===== src/rtl/mem_arbiter_pkg.sv =====
// Shared types and sizes for the unified-memory arbiter.
package mem_arbiter_pkg;

    localparam int TIMERSIZE    = 8;
    localparam int ARBSTATESIZE = 2;

    typedef enum logic [ARBSTATESIZE-1:0] {
        ARB_IDLE  = 2'd0,
        ARB_BUSYI = 2'd1,
        ARB_BUSYD = 2'd2
    } arb_state_t;

endpackage


===== src/rtl/arbtimer.sv =====
// Access watchdog: counts BUSY cycles and flags when the count reaches TIMEOUT.
module arbtimer
    import mem_arbiter_pkg::*;
#(
    parameter int TIMEOUT = 255
) (
    input  logic                 clk,
    input  logic                 rst,
    input  logic                 clr,
    input  logic                 load,
    input  logic [TIMERSIZE-1:0] ldval,
    input  logic                 en,
    output logic                 expired
);

    logic [TIMERSIZE-1:0] count;

    always_ff @(posedge clk or negedge rst) begin
        if (!rst)      count <= '0;
        else if (clr)  count <= '0;
        else if (load) count <= ldval;
        else if (en)   count <= count + 1'b1;
    end

    assign expired = (count == TIMERSIZE'(TIMEOUT));

endmodule


===== src/rtl/mem_arbiter.sv =====
// Round-robin arbiter sharing one single-port memory between fetch and load/store ports.
//   state     | meaning
//   ARB_IDLE  | no access in flight; arbitrate unmasked requests each edge
//   ARB_BUSYI | instruction read in flight, waiting for mready or timeout
//   ARB_BUSYD | data read/write in flight, waiting for mready or timeout
module mem_arbiter
    import mem_arbiter_pkg::*;
#(
    parameter int WORDSIZE = 64,
    parameter int ADDRSIZE = 64,
    parameter int TIMEOUT  = 255
) (
    input  logic                clk,
    input  logic                rst,
    input  logic                ireq,
    input  logic [ADDRSIZE-1:0] iaddr,
    output logic [WORDSIZE-1:0] irdata,
    output logic                ivalid,
    output logic                ierr,
    input  logic                dreq,
    input  logic                dwe,
    input  logic [ADDRSIZE-1:0] daddr,
    input  logic [WORDSIZE-1:0] dwdata,
    output logic [WORDSIZE-1:0] drdata,
    output logic                dvalid,
    output logic                derr,
    output logic                mreq,
    output logic                mwe,
    output logic [ADDRSIZE-1:0] maddr,
    output logic [WORDSIZE-1:0] mwdata,
    input  logic [WORDSIZE-1:0] mrdata,
    input  logic                mready
);

    arb_state_t          state, state_n;
    logic                lastd, lastd_n;
    logic                mreq_n, mwe_n;
    logic [ADDRSIZE-1:0] maddr_n;
    logic [WORDSIZE-1:0] mwdata_n, irdata_n, drdata_n;
    logic                ivalid_n, dvalid_n, ierr_n, derr_n;
    logic                ireq_m, dreq_m;
    logic                t_load, t_clr, t_expired;

    // A port's request is still high during its own valid cycle; hide it so it is not granted twice.
    assign ireq_m = ireq & ~ivalid;
    assign dreq_m = dreq & ~dvalid;

    arbtimer #(.TIMEOUT(TIMEOUT)) u_timer (
        .clk     (clk),
        .rst     (rst),
        .clr     (t_clr),
        .load    (t_load),
        .ldval   ('0),
        .en      (state != ARB_IDLE),
        .expired (t_expired)
    );

    always_ff @(posedge clk or negedge rst) begin
        if (!rst) begin
            state  <= ARB_IDLE;
            lastd  <= 1'b1;
            mreq   <= 1'b0;
            mwe    <= 1'b0;
            maddr  <= '0;
            mwdata <= '0;
            irdata <= '0;
            drdata <= '0;
            ivalid <= 1'b0;
            dvalid <= 1'b0;
            ierr   <= 1'b0;
            derr   <= 1'b0;
        end else begin
            state  <= state_n;
            lastd  <= lastd_n;
            mreq   <= mreq_n;
            mwe    <= mwe_n;
            maddr  <= maddr_n;
            mwdata <= mwdata_n;
            irdata <= irdata_n;
            drdata <= drdata_n;
            ivalid <= ivalid_n;
            dvalid <= dvalid_n;
            ierr   <= ierr_n;
            derr   <= derr_n;
        end
    end

    always_comb begin
        state_n  = state;
        lastd_n  = lastd;
        mreq_n   = mreq;
        mwe_n    = mwe;
        maddr_n  = maddr;
        mwdata_n = mwdata;
        irdata_n = irdata;
        drdata_n = drdata;
        ivalid_n = 1'b0;
        dvalid_n = 1'b0;
        ierr_n   = 1'b0;
        derr_n   = 1'b0;
        t_load   = 1'b0;
        t_clr    = 1'b0;

        case (state)
            ARB_IDLE: begin
                if (dreq_m && (!ireq_m || !lastd)) begin
                    state_n  = ARB_BUSYD;
                    lastd_n  = 1'b1;
                    mreq_n   = 1'b1;
                    mwe_n    = dwe;
                    maddr_n  = daddr;
                    mwdata_n = dwdata;
                    t_load   = 1'b1;
                end else if (ireq_m) begin
                    state_n  = ARB_BUSYI;
                    lastd_n  = 1'b0;
                    mreq_n   = 1'b1;
                    mwe_n    = 1'b0;
                    maddr_n  = iaddr;
                    t_load   = 1'b1;
                end
            end
            ARB_BUSYI, ARB_BUSYD: begin
                // mready on the expiry edge still wins over the timeout.
                if (mready || t_expired) begin
                    state_n = ARB_IDLE;
                    mreq_n  = 1'b0;
                    mwe_n   = 1'b0;
                    t_clr   = 1'b1;
                    if (state == ARB_BUSYI) begin
                        ivalid_n = 1'b1;
                        ierr_n   = ~mready;
                        irdata_n = mready ? mrdata : '0;
                    end else begin
                        dvalid_n = 1'b1;
                        derr_n   = ~mready;
                        drdata_n = mready ? (mwe ? drdata : mrdata) : '0;
                    end
                end
            end
            default: state_n = ARB_IDLE;
        endcase
    end

endmodule


===== config.mk =====
export PLATFORM = sky130hd
export DESIGN_NAME = mem_arbiter
export DESIGN_NICKNAME = d
export VERILOG_FILES = /design/src/rtl/mem_arbiter_pkg.sv /design/src/rtl/arbtimer.sv /design/src/rtl/mem_arbiter.sv
export SDC_FILE = /design/constraint.sdc
export NUM_CORES = 1
export LEC_CHECK = 0
export CORE_AREA = 5 5 203 205
export DETAILED_ROUTE_END_ITERATION = 10
export DIE_AREA = 0 0 208 210
export PLACE_DENSITY_LB_ADDON = 0.3
export SYNTH_ARGS = -nofsm -noshare
export SYNTH_HDL_FRONTEND = slang
export SYNTH_SLANG_ARGS = --single-unit

===== constraint.sdc =====
create_clock -name clk -period 1.74 [get_ports clk]
set_input_delay 0.435 -clock clk [delete_from_list [all_inputs] [get_ports clk]]
set_output_delay 0.435 -clock clk [all_outputs]
set_load 0.05 [all_outputs]

# Word level (Yosys, flattened, before mapping)
# Index checks and enable logic that the tools add are counted.
# W data, S select, Z words.
op_classes:
  addsub: 1
  n_mul: 0
  div_mod_pow: 0
  n_lt_le_gt_ge: 0
  n_eq_ne: 6
  n_shift: 0
  muxes: 37
  bitwise: 6
  n_reduce_logical: 17
ops:
  columns: ["operator", "count"]
  rows:
  - ["$mux W64", 5]
  - ["$mux W8", 3]
  - ["$mux W1", 23]
  - ["$add A8 B1 Y8 const B", 1]
  - ["$eq A8 B8 Y1 const B", 1]
  - ["$mux W2", 3]
  - ["$reduce_and A2 Y1", 3]
  - ["$reduce_and A3 Y1", 2]
  - ["$reduce_bool A2 Y1", 3]
  - ["$ne A2 B2 Y1 const B", 2]
  - ["$not A1 Y1", 4]
  - ["$pmux W1 S2", 2]
  - ["$pmux W2 S2", 1]
  - ["$reduce_and A4 Y1", 1]
  - ["$ne A3 B3 Y1 const B", 1]
  - ["$reduce_bool A3 Y1", 1]
  - ["$and A1 B1 Y1", 2]
  - ["$eq A2 B1 Y1 const B", 1]
  - ["$eq A2 B2 Y1 const B", 1]
  - ["$logic_not A1 Y1", 2]
  - ["$logic_not A2 Y1", 1]
  - ["$logic_or A1 B1 Y1", 2]
  - ["$reduce_or A2 Y1", 1]
  - ["$logic_and A1 B1 Y1", 1]
totals:
  regBits: 273
  latchBits: 0
  ramBits: 0
  rom_bits: 0
  inputBits: 262
  output_inout_bits: 262
  word_cells: 80
  memories: 0

# Depth between registers and ports, before layout
depth:
  ltp_word: 9
  ltp_mapped: 8
  depth_no_buf: 6

# Hierarchy
# Synthesis repeated with hierarchy kept, for this count alone.
hier_totals:
  cells_unflattened: 1032
  hier_area_um2: 12269.3
by_module_without_submodules:
  columns: ["module", "n_inst", "cells_each", "area_per_inst_um2", "seq_area_each_um2"]
  rows:
  - ["mem_arbiter", 1, 982, 11816.3, 6632.6]
  - ["arbtimer", 1, 50, 452.9, 200.2]

# Worst setup path before layout
# OpenSTA, ideal clock, no wires.
synth_timing:
  path_type: "register -> register"
  start: "reg dvalid"
  end: "reg mwdata[25]"
  setup_ps: 125
  t_arrival_ps: 1740
  required_time_ps: 1615
  slack_ps: -125
  path_stages_with_launch: 7
  path_buffers: 2
  synth_period_minus_slack_ps: 1865
  cell_sequence: "dfrtp_1 > nand2b_1 > a21o_2 > nor2_2 > buf_6 > buf_6 > mux2_2"
synth_via:
  elab_chain_len: 4
synth_lines:
  columns: ["item", "line_no", "rtl"]
  rows:
  - ["start, declared", "mem_arbiter.sv:25", "output logic dvalid,"]
  - ["start signal, assigned", "mem_arbiter.sv:82", "dvalid <= dvalid_n;"]
  - ["$not A1 Y1", "mem_arbiter.sv:46", "assign dreq_m = dreq & ~dvalid;"]
  - ["$and A1 B1 Y1", "mem_arbiter.sv:46", null]
  - ["$logic_and A1 B1 Y1", "mem_arbiter.sv:106", "if (dreq_m && (!ireq_m || !lastd)) begin"]
  - ["$reduce_and A2 Y1 (no source line)", null, null]
  - ["end signal, assigned", "mem_arbiter.sv:78", "mwdata <= mwdata_n;"]
  - ["end, declared", "mem_arbiter.sv:30", "output logic [WORDSIZE-1:0] mwdata,"]
# Every way passes these cells.
# A chain may end at the register's enable or synchronous reset.

# Worst setup path after layout
layout_timing:
  start: "reg dvalid"
  end: "reg mwdata[62]"
# Same word-level chain as after synthesis.

==> results.cfg <==
[outcome]
outcome = finished, final reports clean

[clock_network]
clkTransAtPathRegs_ns = 0.06
clkLatencyLatePin_ns = 0.57
cts.sinks = 273
cts_made_buffers = 31
tritoncts = built
cts_max_path_buffers = 3
cts_max_level = 1
cts-root-buf = clkbuf_16

[grt]
grt.total_usage = 0.1763
grt_overflow = 0
antenna_found_initial = 3
grt_start_max_net_pins = 99
grt_pass1_wl_um = 61700
first_global_vias = 10010

[timing]
slew_violations = 0
hold_ws_ns = 0.3591
hold_viol = 0
relSlewSlack = 0.5980
worst_slew_pin_slew_ns = 0.6030
rsz0062_at_grt = true
clock_skew_ns = 0.02555
finalSetupViolCount = 0
post-route-period-util = 0.9802
layout_min_cycle_time_ns = 1.706
fmax_mhz = 586.3
fin_setup_tns_ns = 0

[synth]
synth_most_common_cell = dfrtp_1
syn_inst = 871
synth_edf_count = 0
synth.cells.most_frequent = dfrtp_1, a21oi_1, a32o_1
yosysWarnings = 0
syn_nets = 1136
avgSynthCellArea_um2 = 12.52
yosys_most_used_dff = dfrtp_1
synth-seq-cells = 273
yosys.area.top_type = dfrtp_1
netlist_area_um2 = 10900
synth_cell_types = 47
yosysSeqAreaShare = 0.6268
synth_top_area_share = 0.6244
synth.area.top_cells = dfrtp_1, a32o_1, mux2_2, a21oi_1, nor2_1
async_flop_share = 1.000

[die]
io_pins = 524
die_y_um = 210
die_x_um = 208
row_count = 73
core_um2 = 39280
start_util = 0.2776
die_area_um2 = 43680

[layout]
nFillCells = 3613
multi_input_area_um2 = 3709
drive_gt1_frac = 0.3438
stdcell_count = 1996
nNetsFinal = 1709
syn2layout_area_growth_pct = 65.02
seq_area_um2 = 6837

[worst_setup_path]
timing.critical_path.arrival_ns = 2.15
cp-end-kind = flop
cp.required_ns = 2.18
startpoint_type = flop
crit_type = flop to flop
worstPathMaxFanout = 7

[route]
num_vias = 9700
drc = 0
drtPass1Iterations = 5
dr.first_iter.drc_count = 498
ant_nets = 0
wirelength_um = 41760
viasPerCell = 4.860
post_drt_wl_per_cell_um = 20.92

[pwr]
power_density_nw_per_um2 = 2405
ir_drop_mv = 1.425
total_leakage_power_nw = 7.990

[flow_run]
maxCapViolations = 0

[placement]
dp_hpwl_um = 29890
port_buffers = 523
place_congestion = 0.8629
dp.cells = 1923

[min_path]
min_path_type = input port to flop
## cell families (layout without fill, tap and decap cells)
| logic type | count (synthesis) | count (layout) | share of synthesized area |
|---|---|---|---|
| AOI/OAI and AO/OA | 288 | 288 | 0.1950 |
| xor gates and xnor gates | 2 | 2 | 0.001607 |
| adders and majority gates | 3 | 3 | 0.003443 |
| buffers and inverters | 80 | 678 | 0.04453 |
| DFF | 273 | 273 | 0.6268 |
| muxes | 64 | 64 | 0.06611 |
| other | 0 | 2 | 0 |
| and+or+nand+nor | 161 | 161 | 0.06255 |
## timing repair
action | 4_1_cts | 5_1_grt
setup buffers | 3 | 4
endpoints found under the setup margin | 100 | 228
hold buffers | 1 | 0
gates cloned | 0 | 6
pin swaps | 1 | 2
endpoints found under the hold margin | 40 | 0
resized for setup | 5 | 19
## area by class of cell
cell class	instances	area share
Timing Repair Buffer	616	0.3188
Sequential cell	273	0.3800
Antenna cell	2	0.0002782
Clock inverter	11	0.006538
Inverter	4	0.0008346
Tap cell	525	0.03651
Clock buffer	47	0.05091
Multi-Input combinational cell	518	0.2061
## cells in the final DEF (no fill, tap or decap), types with 4 or more instances in the layout
cell / netlist / final
clkbuf_1: 36 / 8
a21oi_1: 136 / 136
buf_4: 2 / 317
nor2_1: 74 / 72
buf_12: 0 / 29
o21ai_0: 5 / 4
dfrtp_1: 272 / 269
mux2_2: 64 / 64
a22o_1: 13 / 13
nand2_1: 66 / 66
buf_6: 11 / 5
clkinv_2: 0 / 5
a32o_1: 113 / 113
clkbuf_8: 6 / 8
a22o_2: 4 / 4
clkbuf_16: 0 / 35
clkdlybuf4s50_1: 0 / 259
## per-stage QoR
step / setup WS [ns] / utilization / total power [mW] / cell area (µm²)
after floorplan: 0.01846 / - / 27.29 / 10920
after global placement: -0.4889 / 0.4244 / 36.16 / 16670
after detailed placement: -0.5360 / 0.4244 / 36.42 / 16670
after global routing: -0.03933 / 0.4580 / 45.32 / 17990
final: 0.03447 / 0.4580 / 43.27 / 17990
after CTS: -0.03019 / 0.4520 / 43.21 / 17750
## sequential cells by signal, indices dropped and copies added, names as in the netlist
name	count
u_timer.count	8
maddr	64
derr	1
ierr	1
mreq	1
lastd	1
mwe	1
mwdata	64
dvalid	1
irdata	64
drdata	64
state	2
ivalid	1
## worst max-delay path, stage by stage (launching register included)
cell and delay, ns:
dfrtp_2 0.40, nand2b_4 0.15, a21o_4 0.19, nor2_4 0.14, buf_12 0.18, clkbuf_16 0.17, mux2_2 0.33
## power by group
group	switching (mW)	total, mW	internal (mW)
combinational	16.7	25.5	8.80
clock	2.63	6.54	3.91
sequential	1.79	11.2	9.42
total	21.1	43.3	22.1
## per-layer routing
layer	vias up	track usage	wire length, µm	share of wire
met4	2	0.05142	1297	0.031
met1	4879	0.2197	16580	0.40
met3	68	0.04629	2834	0.068
li1	4378	-	-	-
met2	373	0.3041	21030	0.50
met5	-	0	20	0.00048
## worst paths after layout
kind / start / endpoint / slack, ns / depth (start not counted)
max in group asynchronous: rst / mwdata[61]$_DFFE_PN0P_ / 0.69 / 3
max: dvalid$_DFF_PN0_ / mwdata[62]$_DFFE_PN0P_ / 0.03 / 6
min in group asynchronous: rst / mwdata[54]$_DFFE_PN0P_ / 0.42 / 2
max reg2reg: dvalid$_DFF_PN0_ / mwdata[62]$_DFFE_PN0P_ / 0.03 / 6
min: mready / state[1]$_DFFE_PN0P_ / 0.36 / 4
min reg2reg: drdata[22]$_DFFE_PN0P_ / drdata[22]$_DFFE_PN0P_ / 0.49 / 1
Power figures use the tool's default switching activity.
